### config.mk
export PLATFORM = sky130hd
export DESIGN_NAME = bbox_detector
export DESIGN_NICKNAME = d
export VERILOG_FILES = /design/src/rtl/bbox_detector.sv
export SDC_FILE = /design/constraint.sdc
export NUM_CORES = 1
export LEC_CHECK = 0
export ABC_AREA = 1
export CORE_MARGIN = 2
export CORE_UTILIZATION = 30
export DETAILED_ROUTE_END_ITERATION = 12
export GPL_TIMING_DRIVEN = 0
export PLACE_DENSITY = 0.5
export SLEW_MARGIN = 0
export SYNTH_ARGS = -nofsm -noshare
export SYNTH_HDL_FRONTEND = slang
export SYNTH_SLANG_ARGS = --single-unit
export TNS_END_PERCENT = 30
### constraint.sdc
create_clock -name clk -period 3.9 [get_ports clk]
set_input_delay 0.585 -clock clk [delete_from_list [all_inputs] [get_ports clk]]
set_output_delay 0.585 -clock clk [all_outputs]
set_load 0.02 [all_outputs]
### src/rtl/bbox_detector.sv
// Bounding-box detector for the binarised pixel stream.
// Scans one frame (start at Row=0/Col=0, end at the last active pixel) and reports the
// bounding box of foreground pixels that belong to a horizontal run of at least MIN_RUN
// dark pixels. The results are registered and stay stable between update strobes.
//
// Ports:
//   clk      - pixel clock
//   rst      - synchronous active-high reset
//   en       - pixel valid; Row/Col/GRAY2BW are sampled only when en=1
//   Row/Col  - current pixel address
//   GRAY2BW  - binarised pixel value; foreground when below FG_THRESH
//   oRow     - {max row, min row} of the last completed frame
//   oCol     - {max col, min col} of the last completed frame
//   oValid   - one-cycle strobe when oRow/oCol/oFound are updated
//   oFound   - last completed frame contained at least one qualified run
module bbox_detector #(
  parameter int unsigned H_ACTIVE  = 640,
  parameter int unsigned V_ACTIVE  = 480,
  parameter logic [9:0]  FG_THRESH = 10'd512,
  parameter int unsigned MIN_RUN   = 2
) (
  input  logic        clk,
  input  logic        rst,
  input  logic        en,
  input  logic [9:0]  Row,
  input  logic [9:0]  Col,
  input  logic [9:0]  GRAY2BW,
  output logic [19:0] oRow,
  output logic [19:0] oCol,
  output logic        oValid,
  output logic        oFound
);

  localparam logic [3:0]  MinRun  = 4'(MIN_RUN);
  localparam logic [9:0]  RunBack = 10'(MIN_RUN - 1);
  localparam logic [9:0]  RowLast = 10'(V_ACTIVE - 1);
  localparam logic [9:0]  ColLast = 10'(H_ACTIVE - 1);
  localparam logic [10:0] RowLim  = 11'(V_ACTIVE);
  localparam logic [10:0] ColLim  = 11'(H_ACTIVE);

  typedef enum logic [1:0] {StIdle, StScan, StDone} state_e;

  state_e      state_q, state_d;
  logic [3:0]  run_q, run_d;
  logic [9:0]  min_row_q, min_row_d, max_row_q, max_row_d;
  logic [9:0]  min_col_q, min_col_d, max_col_q, max_col_d;
  logic        hit_q, hit_d;
  logic [19:0] orow_q, orow_d, ocol_q, ocol_d;
  logic        ovalid_q, ovalid_d, ofound_q, ofound_d;

  logic       frame_start, frame_end, fg, in_range, process;
  logic [9:0] col_left;

  assign frame_start = en && (Row == 10'd0) && (Col == 10'd0);
  assign frame_end   = en && (Row == RowLast) && (Col == ColLast);
  assign fg          = GRAY2BW < FG_THRESH;
  assign in_range    = ({1'b0, Row} < RowLim) && ({1'b0, Col} < ColLim);

  always_comb begin
    state_d   = state_q;
    run_d     = run_q;
    min_row_d = min_row_q;
    max_row_d = max_row_q;
    min_col_d = min_col_q;
    max_col_d = max_col_q;
    hit_d     = hit_q;
    orow_d    = orow_q;
    ocol_d    = ocol_q;
    ofound_d  = ofound_q;
    ovalid_d  = 1'b0;
    process   = 1'b0;
    col_left  = Col;

    if (frame_start) begin
      // A start pixel always opens a fresh frame, discarding any partial one.
      state_d   = StScan;
      run_d     = 4'd0;
      min_row_d = 10'h3ff;
      max_row_d = 10'd0;
      min_col_d = 10'h3ff;
      max_col_d = 10'd0;
      hit_d     = 1'b0;
      process   = 1'b1;
    end else begin
      unique case (state_q)
        StScan:  process = en;
        StDone:  state_d = StIdle;
        default: state_d = StIdle;
      endcase
    end

    if (process && in_range) begin
      if (Col == 10'd0)       run_d = fg ? 4'd1 : 4'd0;
      else if (!fg)           run_d = 4'd0;
      else if (run_d < MinRun) run_d = run_d + 4'd1;

      if (fg && (run_d >= MinRun)) begin
        // On the qualifying pixel the box extends back to the start of the run.
        if (run_d == MinRun) col_left = Col - RunBack;
        if (Row < min_row_d)      min_row_d = Row;
        if (Row > max_row_d)      max_row_d = Row;
        if (Col > max_col_d)      max_col_d = Col;
        if (col_left < min_col_d) min_col_d = col_left;
        hit_d = 1'b1;
      end
    end

    if ((state_q == StScan) && frame_end && !frame_start) begin
      state_d  = StDone;
      ovalid_d = 1'b1;
      ofound_d = hit_d;
      if (hit_d) begin
        orow_d = {max_row_d, min_row_d};
        ocol_d = {max_col_d, min_col_d};
      end
    end
  end

  always_ff @(posedge clk) begin
    if (rst) begin
      state_q   <= StIdle;
      run_q     <= 4'd0;
      min_row_q <= 10'd0;
      max_row_q <= 10'd0;
      min_col_q <= 10'd0;
      max_col_q <= 10'd0;
      hit_q     <= 1'b0;
      orow_q    <= 20'd0;
      ocol_q    <= 20'd0;
      ovalid_q  <= 1'b0;
      ofound_q  <= 1'b0;
    end else begin
      state_q   <= state_d;
      run_q     <= run_d;
      min_row_q <= min_row_d;
      max_row_q <= max_row_d;
      min_col_q <= min_col_d;
      max_col_q <= max_col_d;
      hit_q     <= hit_d;
      orow_q    <= orow_d;
      ocol_q    <= ocol_d;
      ovalid_q  <= ovalid_d;
      ofound_q  <= ofound_d;
    end
  end

  assign oRow   = orow_q;
  assign oCol   = ocol_q;
  assign oValid = ovalid_q;
  assign oFound = ofound_q;

endmodule
==> results.cfg <==
[placement]
dpl.cell_count = 944
numPortBuffers = 65
hpwlAfterDp_um = 10250
pre_cts_ws_ns = -0.7884
place_congestion = 0.8608
placed_area_um2 = 5723

[sta]
final.setup.worst_slack_ns = 0.2767
period_share_pct = 92.90
rsz0062_at_grt = true
finalMaxSlewViolations = 0
setup_viol = 0
hold_viol_final = 0
slew_headroom_pct = 61.84
worstMarginPinSlew_ns = 0.5725
skew_ns = 0.007802
period_needed_ns = 3.623
clock.fmax_ghz = 0.2760
setup_tns_ns = 0

[detailed_routing]
drc_errors = 0
finalWirelength_um = 13650
vias_per_cell = 4.642
firstDrtPassIters = 4
via_count = 4475
wl_per_cell_um = 14.16
ant_nets = 0
dr.first_iter.drc_count = 250

[logic_synthesis]
synth-async-reset-ratio_pct = 0
ys.flop_type = dfxtp_1
ys_types = 41
synth_cells = 663
synth-edff-count = 0
ys_warn_count = 0
syn_area_per_cell_um2 = 7.243
syn_nets = 737
yosysTopAreaCell = dfxtp_1
yosys.area.top_type_share_pct = 37.10
seq_area_frac_synth_pct = 37.10
yosys_register_bits = 89
yosys-top-cells-area = dfxtp_1 37%, ha_1 11%, nand2_1 10%
netlist_area_um2 = 4802

[final_layout]
layout_common_cells = 133 x nand2_1, 89 x dfxtp_1, 78 x nor2_1
area_growth_pct = 25.74
final_common_cell = nand2_1
layout.cells.non_filler = 964
nNetsFinal = 817
n_antenna_cell = 0
finish.instance_area_um2 = 6038
drive_above_1_share_pct = 10.43

[grt]
antenna_found_initial = 0
track_usage_pct = 16.65
grt_remaining_overflow = 0
grt_pass1_vias = 4302
grt_max_degree = 17
grt_pass1_wl_um = 21760

[critical_path]
endpoint = oCol[1]$_SDFFE_PP0P_
rr_startpoint = run_q[2]$_SDFF_PP0_
critPathLaunchType = primary input
r2r_end = oCol[1]$_SDFFE_PP0P_
critPathCaptureType = register
crit_fanout = 10
ff2ff_path_depth = 20
cp.required_ns = 4.20
crit_start = Col[8]
rrSetupSlack_ns = 0.89
arrival_ns = 3.92
path_class = in2reg

[floorplanning]
core_region_area_um2 = 15770
die_h_um = 130.5
rows = 46
io_pins = 75
die_x_um = 130.5
initial_core_util_pct = 30.45
dieArea_um2 = 17040

[pwr]
p_leak_nw = 2.856
p_total_w = 0.001873
p_per_area_nw_per_um2 = 310.2
irDropWorstVdd_mv = 0.2226

[clocking]
numClockSinks = 89
h-tree-depth = 3
cts-root-buf = clkbuf_16
holdBufCountCts = 0
clk-insertion-delay-late_ns = 0.35
cts_tree = built
clockBufferDepth = 2
cts_buffers = 9
clk_pin_slew_worst_paths_ns = 0.07

[run_status]
status = finished, final reports clean

[hold_path]
hp-class = reg2reg

[flow_run]
maxCapViolCount = 0
## registers in the layout, summed over array words and instances, names as in the netlist
| name | flops |
|---|---|
| hit_q | 1 |
| oRow | 20 |
| min_row_q | 10 |
| oFound | 1 |
| oCol | 20 |
| run_q | 4 |
| max_col_q | 10 |
| max_row_q | 10 |
| min_col_q | 10 |
| state_q | 2 |
| oValid | 1 |
## synthesized netlist by cell type, types with 3 or more instances
| cell type | count |
|---|---|
| a21oi_1 | 49 |
| a21oi_2 | 4 |
| buf_2 | 6 |
| buf_6 | 3 |
| clkbuf_1 | 14 |
| dfxtp_1 | 89 |
| ha_1 | 41 |
| inv_1 | 65 |
| inv_2 | 4 |
| nand2_1 | 133 |
| nand2_2 | 6 |
| nand3_1 | 36 |
| nand4_1 | 8 |
| nor2_1 | 81 |
| nor2_2 | 4 |
| nor3_1 | 5 |
| o21ai_0 | 58 |
| o21ai_1 | 20 |
| xor2_1 | 7 |
## worst max-delay path: stages
cell and delay [ns]:
clkdlybuf4s15_1 0.37, nor2_1 0.09, nand2_1 0.11, nor2_4 0.06, nand3_4 0.13, clkinv_4 0.12
nor2_2 0.13, nand2_2 0.07, nand2_2 0.08, nand2_4 0.07, nor2_4 0.12, nand2_4 0.09
nor2_2 0.12, nand2_1 0.10, xnor2_2 0.16, ha_1 0.32, a21oi_1 0.14, o21ai_0 0.10
a31oi_1 0.14, o21ai_0 0.11, nor2_2 0.19, buf_4 0.18, nand3_1 0.11, nand3_1 0.14
nand2_1 0.06, inv_1 0.04
## metal layers
metal  track usage [%]  vias up  wire length, µm
li1                  -     2340                -
met1             21.71     2027             6412
met2             27.48       94             6305
met3             4.357       14              739
met4             4.318        0              195
met5                 0        -                0
## metrics by stage
| step | hold WS, ns | utilization [%] |
|---|---|---|
| 2_1_floorplan | 0.4798 | - |
| 3_3_place_gp | 0.4768 | 36.29 |
| 3_5_place_dp | 0.4929 | 36.29 |
| 4_1_cts | 0.5020 | 38.06 |
| 5_1_grt | 0.5130 | 38.29 |
| 6_report | 0.4899 | 38.29 |
## logic make-up after synthesis
kind of cell / Yosys count / share of synthesized area [%]
buffers and inverters: 97 / 8.389
adder cells (fa/ha/maj): 41 / 10.68
AND/OR/NAND/NOR: 284 / 25.59
flip-flops: 89 / 37.10
AO/OA/AOI/OAI: 144 / 16.78
XOR/XNOR: 8 / 1.459
## timing repair
item,in CTS,in global routing
pin swaps,0,5
buffers inserted,0,2
gates cloned,0,2
endpoints found under the setup margin,68,77
gates resized for setup,17,37
## power by group
part / internal (W) / leakage [nW] / switching (W) / total [W]
registers: 0.000908 / 0.716 / 0.0000000000843 / 0.000908
logic: 0.0000477 / 2.00 / 0.0000892 / 0.000137
clock network: 0.000438 / 0.137 / 0.000390 / 0.000828
total: 0.00139 / 2.86 / 0.000479 / 0.00187
## final cells by class
| class | count | area, µm² |
|---|---|---|
| Inverter | 70 | 267.8 |
| Timing Repair Buffer | 68 | 648.1 |
| Sequential cell | 89 | 1782 |
| Tap cell | 216 | 270.3 |
| Clock buffer | 9 | 225.2 |
| Buffer | 27 | 143.9 |
| Multi-Input combinational cell | 478 | 2649 |
| Fill cell | 1673 | 9732 |
| Clock inverter | 7 | 52.55 |
## worst min path at each step
stage / to / cells past startpoint / start
global placement: oFound$_SDFFE_PP0P_ / 2 / oFound$_SDFFE_PP0P_
finish: oFound$_SDFFE_PP0P_ / 2 / oFound$_SDFFE_PP0P_
detailed placement: oFound$_SDFFE_PP0P_ / 2 / oFound$_SDFFE_PP0P_
floorplan: max_row_q[9]$_SDFF_PP0_ / 2 / max_row_q[9]$_SDFF_PP0_
CTS: oFound$_SDFFE_PP0P_ / 2 / oFound$_SDFFE_PP0P_
global route: oFound$_SDFFE_PP0P_ / 2 / oFound$_SDFFE_PP0P_
(Power assumes the default switching activity.)
